`config.mk`:
```
export PLATFORM = sky130hd
export DESIGN_NAME = multicycle_ctrl_flat
export DESIGN_NICKNAME = d
export VERILOG_FILES = /design/src/rtl/multicycle_ctrl_if.sv /design/src/rtl/multicycle_ctrl.sv /design/src/flat_wrapper.sv
export SDC_FILE = /design/constraint.sdc
export NUM_CORES = 1
export LEC_CHECK = 0
export CORE_MARGIN = 8
export CORE_UTILIZATION = 40
export DETAILED_ROUTE_END_ITERATION = 10
export HOLD_SLACK_MARGIN = 0.06
export PLACE_DENSITY = 0.84
export SYNTH_ARGS = -nofsm -noshare
export SYNTH_HDL_FRONTEND = slang
export SYNTH_SLANG_ARGS = --single-unit
```
`constraint.sdc`:
```
create_clock -name clk -period 1.8 [get_ports clk]
set_input_delay 0.36 -clock clk [delete_from_list [all_inputs] [get_ports clk]]
set_output_delay 0.36 -clock clk [all_outputs]
set_load 0.02 [all_outputs]
```
`src/rtl/multicycle_ctrl_if.sv`:
```
// Control bundle between the multicycle MIPS controller and its datapath/memory.
// The master side is the controller; the slave side is the datapath.
interface multicycle_ctrl_if #(
  parameter int OP_W = 6
);
  logic [OP_W-1:0] opCode;
  logic            zero;
  logic            memReady;
  logic            memRead;
  logic            memWrite;
  logic            iOrD;
  logic            irWrite;
  logic            pcEn;
  logic [1:0]      pcSrc;
  logic            aluSrcA;
  logic [1:0]      aluSrcB;
  logic [1:0]      aluOp;
  logic            regWrite;
  logic            regDst;
  logic            memToReg;
  logic            illegal;

  modport master (
    input  opCode, zero, memReady,
    output memRead, memWrite, iOrD, irWrite, pcEn, pcSrc, aluSrcA, aluSrcB,
           aluOp, regWrite, regDst, memToReg, illegal
  );

  modport slave (
    output opCode, zero, memReady,
    input  memRead, memWrite, iOrD, irWrite, pcEn, pcSrc, aluSrcA, aluSrcB,
           aluOp, regWrite, regDst, memToReg, illegal
  );
endinterface

```
`src/rtl/multicycle_ctrl.sv`:
```
// Main control FSM of the multicycle MIPS datapath: fetch, decode, execute,
// memory and writeback, with memory-ready stalls and a sticky illegal-opcode trap.
module multicycle_ctrl #(
  parameter int OP_W = 6
) (
  input logic             clk,
  input logic             rst_n,
  multicycle_ctrl_if.master bus
);

  localparam logic [OP_W-1:0] OP_RTYPE = OP_W'(6'b000000);
  localparam logic [OP_W-1:0] OP_J     = OP_W'(6'b000010);
  localparam logic [OP_W-1:0] OP_BEQ   = OP_W'(6'b000100);
  localparam logic [OP_W-1:0] OP_ADDI  = OP_W'(6'b001000);
  localparam logic [OP_W-1:0] OP_LW    = OP_W'(6'b100011);
  localparam logic [OP_W-1:0] OP_SW    = OP_W'(6'b101011);

  typedef enum logic [3:0] {
    S_RST    = 4'd0,
    S_FETCH  = 4'd1,
    S_DECODE = 4'd2,
    S_MEMADR = 4'd3,
    S_MEMRD  = 4'd4,
    S_MEMWB  = 4'd5,
    S_MEMWR  = 4'd6,
    S_EXEC   = 4'd7,
    S_ALUWB  = 4'd8,
    S_BRANCH = 4'd9,
    S_ADDIEX = 4'd10,
    S_ADDIWB = 4'd11,
    S_JUMP   = 4'd12,
    S_TRAP   = 4'd13
  } state_t;

  state_t state_reg;
  state_t state_next;

  logic       mem_read;
  logic       mem_write;
  logic       i_or_d;
  logic       ir_write;
  logic       pc_en;
  logic [1:0] pc_src;
  logic       alu_src_a;
  logic [1:0] alu_src_b;
  logic [1:0] alu_op;
  logic       reg_write;
  logic       reg_dst;
  logic       mem_to_reg;
  logic       illegal;

  // Asynchronous reset drops the state to RST, which zeroes every output at once.
  always_ff @(posedge clk or negedge rst_n) begin
    if (!rst_n) begin
      state_reg <= S_RST;
    end else begin
      state_reg <= state_next;
    end
  end

  always_comb begin
    state_next = state_reg;
    mem_read   = 1'b0;
    mem_write  = 1'b0;
    i_or_d     = 1'b0;
    ir_write   = 1'b0;
    pc_en      = 1'b0;
    pc_src     = 2'b00;
    alu_src_a  = 1'b0;
    alu_src_b  = 2'b00;
    alu_op     = 2'b00;
    reg_write  = 1'b0;
    reg_dst    = 1'b0;
    mem_to_reg = 1'b0;
    illegal    = 1'b0;

    case (state_reg)
      S_RST: state_next = S_FETCH;
      S_FETCH: begin
        mem_read  = 1'b1;
        alu_src_b = 2'b01;
        ir_write  = bus.memReady;
        pc_en     = bus.memReady;
        if (bus.memReady) state_next = S_DECODE;
      end
      S_DECODE: begin
        alu_src_b = 2'b11;
        if (bus.opCode == OP_LW || bus.opCode == OP_SW) state_next = S_MEMADR;
        else if (bus.opCode == OP_RTYPE)                state_next = S_EXEC;
        else if (bus.opCode == OP_BEQ)                  state_next = S_BRANCH;
        else if (bus.opCode == OP_ADDI)                 state_next = S_ADDIEX;
        else if (bus.opCode == OP_J)                    state_next = S_JUMP;
        else                                            state_next = S_TRAP;
      end
      S_MEMADR: begin
        alu_src_a  = 1'b1;
        alu_src_b  = 2'b10;
        state_next = (bus.opCode == OP_LW) ? S_MEMRD : S_MEMWR;
      end
      S_MEMRD: begin
        mem_read = 1'b1;
        i_or_d   = 1'b1;
        if (bus.memReady) state_next = S_MEMWB;
      end
      S_MEMWB: begin
        reg_write  = 1'b1;
        mem_to_reg = 1'b1;
        state_next = S_FETCH;
      end
      S_MEMWR: begin
        mem_write = 1'b1;
        i_or_d    = 1'b1;
        if (bus.memReady) state_next = S_FETCH;
      end
      S_EXEC: begin
        alu_src_a  = 1'b1;
        alu_op     = 2'b10;
        state_next = S_ALUWB;
      end
      S_ALUWB: begin
        reg_write  = 1'b1;
        reg_dst    = 1'b1;
        state_next = S_FETCH;
      end
      S_BRANCH: begin
        alu_src_a  = 1'b1;
        alu_op     = 2'b01;
        pc_src     = 2'b01;
        pc_en      = bus.zero;
        state_next = S_FETCH;
      end
      S_ADDIEX: begin
        alu_src_a  = 1'b1;
        alu_src_b  = 2'b10;
        state_next = S_ADDIWB;
      end
      S_ADDIWB: begin
        reg_write  = 1'b1;
        state_next = S_FETCH;
      end
      S_JUMP: begin
        pc_src     = 2'b10;
        pc_en      = 1'b1;
        state_next = S_FETCH;
      end
      S_TRAP: begin
        illegal    = 1'b1;
        state_next = S_TRAP;
      end
      default: state_next = S_FETCH;
    endcase
  end

  assign bus.memRead  = mem_read;
  assign bus.memWrite = mem_write;
  assign bus.iOrD     = i_or_d;
  assign bus.irWrite  = ir_write;
  assign bus.pcEn     = pc_en;
  assign bus.pcSrc    = pc_src;
  assign bus.aluSrcA  = alu_src_a;
  assign bus.aluSrcB  = alu_src_b;
  assign bus.aluOp    = alu_op;
  assign bus.regWrite = reg_write;
  assign bus.regDst   = reg_dst;
  assign bus.memToReg = mem_to_reg;
  assign bus.illegal  = illegal;

endmodule
```
`src/flat_wrapper.sv`:
```
// flat-port wrapper written by rule: the top's interface ports become plain ports
module multicycle_ctrl_flat 
#(
  parameter int OP_W = 6
)
  (clk, rst_n, bus_opCode, bus_zero, bus_memReady, bus_memRead, bus_memWrite, bus_iOrD, bus_irWrite, bus_pcEn, bus_pcSrc, bus_aluSrcA, bus_aluSrcB, bus_aluOp, bus_regWrite, bus_regDst, bus_memToReg, bus_illegal);
  multicycle_ctrl_if #(.OP_W(OP_W)) bus_i ();
  input logic clk;
  input logic rst_n;
  input wire logic [$bits(bus_i.opCode)-1:0] bus_opCode;
  input wire logic [$bits(bus_i.zero)-1:0] bus_zero;
  input wire logic [$bits(bus_i.memReady)-1:0] bus_memReady;
  output wire logic [$bits(bus_i.memRead)-1:0] bus_memRead;
  output wire logic [$bits(bus_i.memWrite)-1:0] bus_memWrite;
  output wire logic [$bits(bus_i.iOrD)-1:0] bus_iOrD;
  output wire logic [$bits(bus_i.irWrite)-1:0] bus_irWrite;
  output wire logic [$bits(bus_i.pcEn)-1:0] bus_pcEn;
  output wire logic [$bits(bus_i.pcSrc)-1:0] bus_pcSrc;
  output wire logic [$bits(bus_i.aluSrcA)-1:0] bus_aluSrcA;
  output wire logic [$bits(bus_i.aluSrcB)-1:0] bus_aluSrcB;
  output wire logic [$bits(bus_i.aluOp)-1:0] bus_aluOp;
  output wire logic [$bits(bus_i.regWrite)-1:0] bus_regWrite;
  output wire logic [$bits(bus_i.regDst)-1:0] bus_regDst;
  output wire logic [$bits(bus_i.memToReg)-1:0] bus_memToReg;
  output wire logic [$bits(bus_i.illegal)-1:0] bus_illegal;
  assign bus_i.opCode = bus_opCode;
  assign bus_i.zero = bus_zero;
  assign bus_i.memReady = bus_memReady;
  assign bus_memRead = bus_i.memRead;
  assign bus_memWrite = bus_i.memWrite;
  assign bus_iOrD = bus_i.iOrD;
  assign bus_irWrite = bus_i.irWrite;
  assign bus_pcEn = bus_i.pcEn;
  assign bus_pcSrc = bus_i.pcSrc;
  assign bus_aluSrcA = bus_i.aluSrcA;
  assign bus_aluSrcB = bus_i.aluSrcB;
  assign bus_aluOp = bus_i.aluOp;
  assign bus_regWrite = bus_i.regWrite;
  assign bus_regDst = bus_i.regDst;
  assign bus_memToReg = bus_i.memToReg;
  assign bus_illegal = bus_i.illegal;
  multicycle_ctrl #(.OP_W(OP_W)) u_core (.clk(clk), .rst_n(rst_n), .bus(bus_i));
endmodule
```
==> results of run 1 <==
[repair_timing]
item,CTS,global route
gates resized for setup,50,22
setup endpoints to repair,16,15
hold endpoints to repair,0,0
[synth_stat cells (all sizes together) (2+ instances only)]
master	n	share of area, %
a21oi	4	3.4
buf	6	9.2
dfrtp	4	17
inv	2	1.3
nand2	5	3.2
nand2b	5	5.8
nand3	2	1.7
nor2	14	9.4
nor2b	2	2.1
nor3	6	6.0
nor3b	2	3.4
o21ai	7	6.0
o41ai	2	3.0
xor2	2	3.0
[cell type report]
type / instances / area [µm²] / share of cell area (%)
Timing Repair Buffer: 46 / 347.8 / 36.92
Multi-Input combinational cell: 69 / 444.2 / 47.14
Tap cell: 15 / 18.77 / 1.992
Clock buffer: 3 / 22.52 / 2.390
Inverter: 2 / 7.507 / 0.7968
Sequential cell: 4 / 101.3 / 10.76
[stage by stage]
stage,instance area [µm²],hold WS [ns],worst slack [ns]
final,942.2,0.3103,0.04190
after floorplan,583.1,0.06441,0.1039
after global placement,955.9,0.5655,-0.3065
after CTS,962.2,0.3039,0.003401
after detailed placement,955.9,0.5739,-0.3103
after global routing,942.2,0.3080,-0.04362
[worst max-delay path: cells and delay by family (launching register included)]
kind / cells / cell delay, ns
AO/OA/AOI/OAI: 2 / 0.20
buffers and inverters: 1 / 0.17
AND/OR/NAND/NOR: 2 / 0.37
flip-flops: 1 / 0.41
[worst paths after layout]
path	start	to	slack, ns	cells past startpoint
max	u_core.state_reg[2]	bus_regWrite	0.04	5
min	rst_n	u_core.state_reg[0]	0.31	1
max reg2reg	u_core.state_reg[1]	u_core.state_reg[1]	0.23	6
min reg2reg	u_core.state_reg[2]	u_core.state_reg[3]	0.70	2
max in group asynchronous	rst_n	u_core.state_reg[3]	1.30	1
min in group clk	u_core.state_reg[2]	u_core.state_reg[3]	0.70	2
[metal layers]
layer,vias to the layer above,GRT usage (%),routed length [µm]
li1,384,-,-
met1,349,13.60,763
met2,36,21.18,914
met3,8,4.959,176
met4,0,16.80,90
met5,-,0,0
[kinds of logic after synthesis]
logic type      Yosys count  synth area share, %
simple gates             43                41.42
flops                     4                17.17
buf+inv                   8                10.51
compound gates           23                26.40
xor+xnor                  3                4.507
[power by group]
| group | total [mW] | switching [mW] | internal [mW] |
|---|---|---|---|
| Clock | 0.118 | 0.0430 | 0.0749 |
| Combinational | 1.27 | 0.681 | 0.588 |
| Sequential | 0.179 | 0.0487 | 0.130 |
==> flow_metrics.tcl, run 1 <==
set metrics [dict create \
    syn_area_um2 583.1 \
    instances_no_fill 139 \
    overflow 0 \
    io_buffers 25 \
    cp-end-kind "primary output" \
    cts_setup_buffers 0 \
    hold_class "in2async" \
    finalHoldViolations 0 \
    cts_buffers 3 \
    critPathLaunchType "flop" \
    initialDrtViolationCount 11 \
    async_flop_share_pct 100.0 \
    antenna_found_initial 0 \
    clkTransAtPathRegs_ns 0.04 \
    synthCells 81 \
    finalSetupTns_ns 0 \
    slowest_delay_ns 0.41 \
    die_h_um 54.18 \
    core_um2 1334 \
    placed_cells 136 \
    cts_sinks 4 \
    row_count 13 \
    critical_path_arrival_ns 1.40 \
    crit_chain "nand2b_2, nor2_2, a21oi_1, o22ai_1, buf_4" \
    hpwl_mm 1.547 \
    nFillCells 123 \
    cpMaxStageDelayCell "dfrtp_1" \
    start_util_pct 43.71 \
    min_period_ns 1.758 \
    critical_path_class "reg2out" \
    largest_reg_flops 4 \
    drt-total-wl_mm 1.945 \
    dr.pass1.iters 4 \
    die_w_um 54.18 \
    num_io_pins 26 \
    wl_per_cell_um 13.99 \
    drv_cap 0 \
    worstPathRequired_ns 1.44 \
    grt_use_total_pct 14.08 \
    synth.avg_cell_area_um2 7.198 \
    globalplace.congestion 0.8972 \
    n_antenna_cell 0 \
    post-route-util_pct 70.64 \
    ys_ff_latch 4 \
    final_antenna_net_count 0 \
    path_max_fanout 4 \
    fmax_ghz 0.5688 \
    yosysWarningCount 0 \
    drc 0 \
    clk-insertion-delay-late_ns 0.25 \
    grt_pass1_vias 733 \
    vias_per_cell 5.590 \
    fin_crit_sh_pct 97.67 \
    synth_fp_nets 91 \
    final_cell_mix "buf_4, nor2_1, clkdlybuf4s50_1" \
    layout.nets 136 \
    cts_tree "done" \
    synth-edff-count 0 \
    num_vias 777 \
    rsz0062_at_grt "yes" \
    p_per_area_nw_per_um2 1662 \
    grt_first_pass_wirelength_mm 2.967 \
    htreeDepth 1 \
    power_mw 1.566 \
    grt_start_max_net_pins 14 \
    leakage_nw 0.4299 \
    drive_gt1_share_pct 43.55 \
    layout_commonest_cell "buf_4" \
    dieArea_um2 2935 \
    worst_clock_skew_ns 0.005277 \
    syn_to_final_growth_pct 61.59 \
    cts.path.max_buffers 2 \
    peakVddDrop_v 0.001094 \
    setup_viol 0 \
    clockRootBuffer "clkbuf_4" \
    slew_headroom_pct 78.88 \
    run_status "finished, final reports clean" \
    tightest_slew_ns 0.3127 \
    ys_dominant_reg_cell "dfrtp_1" \
    ys_seq_area_share_pct 17.17 \
    final-max-slew-violation-count 0 \
    cts_hold_buf 0 \
    synth_cell_types 39 \
]
Power figures use the tool's default switching activity.
==> run 2, diff against run 1 <==
--- a/config.mk
+++ b/config.mk
@@ -8,6 +8,6 @@
 export CORE_MARGIN = 8
-export CORE_UTILIZATION = 40
+export CORE_UTILIZATION = 35
 export DETAILED_ROUTE_END_ITERATION = 10
 export HOLD_SLACK_MARGIN = 0.06
-export PLACE_DENSITY = 0.84
+export PLACE_DENSITY = 0.76
 export SYNTH_ARGS = -nofsm -noshare
==> constraint.sdc (replaced) <==
create_clock -name clk -period 1.8 [get_ports clk]
set_input_delay 0.27 -clock clk [delete_from_list [all_inputs] [get_ports clk]]
set_output_delay 0.27 -clock clk [all_outputs]
set_load 0.02 [all_outputs]
==> run 2 against run 1 <==
  * Via count down 7.6%
  * Die area up 10%
  * Sequential power down 3%
  * Critical path type unchanged
  * Core utilization down 12 points
  * Maximum frequency up 2.4%
  * Final area down 4.2%
  * Total power down 7.3%
  * Sequential share of layout area up 0.48 points
  * Largest cell class unchanged
  * Clock power down 7%
  * Worst hold slack worse by 0.079 ns
==> flow_metrics.tcl, run 2 (synthesized netlist as in run 1, its figures left out) <==
set metrics [dict create \
    row_count 14 \
    final_cell_mix "buf_4, nor2_1, clkdlybuf4s50_1" \
    num_vias 718 \
    die_w_um 56.82 \
    cpMaxStageDelayCell "dfrtp_2" \
    globalplace.congestion 0.8263 \
    worstPathRequired_ns 1.53 \
    run_status "finished, final reports clean" \
    fmax_ghz 0.5822 \
    instances_no_fill 135 \
    clk-insertion-delay-late_ns 0.23 \
    n_antenna_cell 0 \
    cp-end-kind "primary output" \
    cts_buffers 3 \
    critPathLaunchType "flop" \
    grt_use_total_pct 10.96 \
    drt-total-wl_mm 1.726 \
    final_antenna_net_count 0 \
    drv_cap 0 \
    die_h_um 56.82 \
    rsz0062_at_grt "no" \
    peakVddDrop_v 0.0008724 \
    critical_path_arrival_ns 1.45 \
    layout.nets 131 \
    wl_per_cell_um 12.79 \
    cts.path.max_buffers 2 \
    drc 0 \
    hpwl_mm 1.454 \
    start_util_pct 37.82 \
    vias_per_cell 5.319 \
    slowest_delay_ns 0.45 \
    cts_setup_buffers 0 \
    dr.pass1.iters 5 \
    layout_commonest_cell "buf_4" \
    initialDrtViolationCount 13 \
    num_io_pins 26 \
    final-max-slew-violation-count 0 \
    fin_ws_ns 0.08247 \
    crit_chain "nand2b_2, buf_4, nor2_1, clkdlybuf4s15_1" \
    placed_cells 132 \
    clkTransAtPathRegs_ns 0.04 \
    grt_first_pass_wirelength_mm 3.049 \
    drive_gt1_share_pct 28.57 \
    cts_tree "done" \
    setup_viol 0 \
    grt_pass1_vias 693 \
    finalHoldViolations 0 \
    min_period_ns 1.718 \
    slew_headroom_pct 75.49 \
    path_max_fanout 8 \
    core_um2 1541 \
    leakage_nw 0.4120 \
    syn_to_final_growth_pct 54.72 \
    grt_start_max_net_pins 14 \
    io_buffers 25 \
    cts_sinks 4 \
    nFillCells 160 \
    clockRootBuffer "clkbuf_4" \
    overflow 0 \
    fin_crit_sh_pct 95.42 \
    dieArea_um2 3228 \
    htreeDepth 1 \
    dp_slack_ns -0.1279 \
    antenna_found_initial 0 \
    hold_class "in2async" \
    cts_hold_buf 0 \
    largest_reg_flops 4 \
    p_per_area_nw_per_um2 1609 \
    critical_path_class "reg2out" \
    tightest_slew_ns 0.3629 \
    worst_clock_skew_ns 0.003395 \
]
-- run 2: worst max-delay path, delay by kind of cell, from the launching register on --
| family | cells | cell delay (ns) |
|---|---|---|
| DFF | 1 | 0.45 |
| and+or+nand+nor | 2 | 0.31 |
| buffers and inverters | 2 | 0.45 |
-- run 2: final timing paths --
| check | slack [ns] | cells past startpoint | endpoint | from |
|---|---|---|---|---|
| max | 0.08 | 4 | bus_memWrite | u_core.state_reg[3] |
| min | 0.23 | 1 | u_core.state_reg[1] | rst_n |
| max reg2reg | 0.26 | 6 | u_core.state_reg[1] | u_core.state_reg[0] |
| min reg2reg | 0.71 | 2 | u_core.state_reg[3] | u_core.state_reg[2] |
| max in group asynchronous | 1.39 | 1 | u_core.state_reg[3] | rst_n |
| min in group clk | 0.71 | 2 | u_core.state_reg[3] | u_core.state_reg[2] |
-- run 2: layout make-up --
| type | count | area, µm² | area share [%] |
|---|---|---|---|
| inverter | 2 | 7.507 | 0.8322 |
| sequential | 4 | 101.3 | 11.23 |
| multi-input combinational | 69 | 421.7 | 46.74 |
| tap | 16 | 20.02 | 2.219 |
| clock buffer | 3 | 22.52 | 2.497 |
| timing repair buffer | 41 | 329.1 | 36.48 |
-- run 2: through the flow --
stage | TNS (ns) | area, µm² | utilization, % | hold WS (ns) | total power, mW
5_1_grt | 0 | 902.1 | 58.52 | 0.2327 | 1.597
3_3_place_gp | -0.3108 | 919.6 | 59.66 | 0.4761 | 1.428
3_5_place_dp | -0.3185 | 919.6 | 59.66 | 0.4819 | 1.453
4_1_cts | 0 | 928.4 | 60.23 | 0.2290 | 1.490
2_1_floorplan | 0 | 583.1 | - | -0.02559 | 0.9294
6_report | 0 | 902.1 | 58.52 | 0.2312 | 1.451
-- run 2: power by group --
part	total [mW]	switching [mW]	internal, mW
logic	1.17	0.638	0.529
registers	0.173	0.0433	0.130
clock network	0.110	0.0360	0.0745
total	1.45	0.717	0.734
-- run 2: routing by layer --
layer	track usage, %	up-vias	wire (µm)	part of all wire [%]
met2	16.61	28	778	45
met1	13.42	311	757	44
met5	0	-	0	0
met4	3.356	0	21	1.2
li1	-	377	-	-
met3	4.944	2	168	9.7
-- run 2: what timing repair did --
action | 4_1_cts | 5_1_grt
endpoints found under the hold margin | 0 | 0
endpoints found under the setup margin | 16 | 11
gates resized for setup | 21 | 17
==> run 3, diff against run 2 <==
- CORE_MARGIN: 8 -> default
- SLEW_MARGIN: default -> 10
- clock period: 1.8 -> 1.9 ns (I/O delays scaled with it)
==> run 3 against run 2 <==
  * Count of clock-buffer cells in the layout unchanged
  * Core utilization down 0.23 points
  * Critical path depth unchanged
  * Wire length down 6.0%
  * Sequential cell count unchanged
  * Clock power about the same
  * Sequential power about the same
  * Global-route usage up 8.8 points
  * Combinational power down 10%
  * Sequential share of layout area up 0.31 points
  * First-iteration DRC count unchanged
  * Critical path type unchanged
==> flow_metrics.tcl, run 3 (synthesized netlist as in run 1, its figures left out) <==
set metrics [dict create \
    hpwl_mm 1.269 \
    whs_ns 0.2433 \
    worstPathRequired_ns 1.62 \
    peakVddDrop_v 0.0006639 \
    cts_setup_buffers 0 \
    layout.nets 126 \
    fin_crit_sh_pct 97.70 \
    overflow 0 \
    antenna_found_initial 0 \
    vias_per_cell 5.592 \
    critical_path_class "reg2out" \
    drive_gt1_share_pct 20.18 \
    crit_start "u_core.state_reg[3]" \
    clockRootBuffer "clkbuf_4" \
    row_count 14 \
    finalHoldViolations 0 \
    final_cell_mix "dlygate4sd2_1, nor2_1, buf_4" \
    cpMaxStageDelayCell "dfrtp_2" \
    power_mw 1.331 \
    slew_headroom_pct 73.93 \
    fin_ws_ns 0.04367 \
    hold_class "in2async" \
    clkTransAtPathRegs_ns 0.04 \
    cts_sinks 4 \
    num_vias 727 \
    drt-total-wl_mm 1.623 \
    grt_start_max_net_pins 16 \
    largest_reg_flops 4 \
    cts_buffers 3 \
    io_buffers 25 \
    setup_viol 0 \
    grt_use_total_pct 19.72 \
    dp_slack_ns -0.07857 \
    slowest_delay_ns 0.45 \
    critPathBufInv 1 \
    grt_first_pass_wirelength_mm 2.766 \
    grt_pass1_vias 645 \
    dr.pass1.iters 4 \
    clk-insertion-delay-late_ns 0.24 \
    critPathTopFamily "flip-flops" \
    cp-end-kind "primary output" \
    instances_no_fill 130 \
    grt_use_met3_pct 1.277 \
    r2r_start "u_core.state_reg[0]" \
    post-route-util_pct 58.29 \
    run_status "finished, final reports clean" \
    cts_tree "done" \
    cts.path.max_buffers 2 \
    cts_hold_buf 0 \
    min_period_ns 1.856 \
    num_io_pins 26 \
    tightest_slew_ns 0.3860 \
    fmax_ghz 0.5387 \
    die_w_um 42.82 \
    n_antenna_cell 0 \
    dieArea_um2 1833 \
    worst_clock_skew_ns 0.006755 \
    met2_usage_pct 33.33 \
    layout_commonest_cell "dlygate4sd2_1" \
    reg2reg_depth 5 \
    final_antenna_net_count 0 \
    p_per_area_nw_per_um2 1498 \
    path_max_fanout 7 \
    globalplace.congestion 0.8160 \
    initialDrtViolationCount 13 \
    drv_cap 0 \
    htreeDepth 1 \
    critPathLaunchType "flop" \
    rsz0062_at_grt "yes" \
    reg2reg_to "u_core.state_reg[1]" \
    die_h_um 42.82 \
    start_util_pct 38.26 \
    use_met1_pct 25.13 \
    placed_cells 127 \
    drc 0 \
    wl_per_cell_um 12.48 \
    core_um2 1524 \
    r2r_slack_ns 0.41 \
    final-max-slew-violation-count 0 \
    leakage_nw 0.4161 \
    crit_chain "nand2b_1, nor2_1, a211o_1, dlygate4sd2_1" \
    grt-busiest-layer "met2" \
    critical_path_arrival_ns 1.57 \
    syn_to_final_growth_pct 52.36 \
]
run 3: changes by cell type in the layout (fill, tap and decap cells not counted), sizes merged:
cell	delta
buf	-7
dlygate4sd2	+10
clkdlybuf4s15	-3
clkbuf	-5
run 3: timing repair:
item	4_1_cts	5_1_grt
resized for setup	18	1
endpoints found under the hold margin	0	0
setup endpoints to repair	16	2
cloned	0	0
run 3: per-layer routing:
metal,vias to the layer above,share of wire (%)
met5,-,0
met2,25,52
met1,330,42
met3,4,3.8
li1,368,-
met4,0,2.1
run 3: worst reg2reg max path, cell delays in order (launching register included):
cell and delay [ns]:
dfrtp_2 0.42, buf_4 0.21, and2b_1 0.24, a41oi_1 0.21
o211ai_1 0.10, a22o_1 0.21
run 3: how the worst max path moves through the flow:
| stage | endpoint | slack [ns] | depth (start not counted) |
|---|---|---|---|
| 2_1_floorplan | bus_pcEn | 0.28 | 4 |
| 3_3_place_gp | bus_pcEn | -0.05 | 5 |
| 3_5_place_dp | bus_pcEn | -0.08 | 5 |
| 4_1_cts | bus_pcEn | 0.04 | 4 |
| 5_1_grt | bus_pcEn | -0.003 | 4 |
| 6_report | bus_pcEn | 0.04 | 4 |
run 3: layout make-up:
cell class | count | area, µm²
fill | 159 | 635.6
timing repair buffer | 36 | 314.1
multi-input combinational | 69 | 421.7
tap | 16 | 20.02
sequential | 4 | 102.6
inverter | 2 | 7.507
clock buffer | 3 | 22.52
run 3: where the power goes:
part	switching, mW	internal [mW]	total, mW
Combinational	0.577	0.469	1.05
Clock	0.0398	0.0710	0.111
Sequential	0.0488	0.125	0.174
run 3: through the flow:
step	TNS [ns]	area, µm²
after floorplan	0	583.1
after global placement	-0.04591	882.1
after detailed placement	-0.07857	882.1
after CTS	0	887.1
after global routing	-0.002504	888.4
final	0	888.4
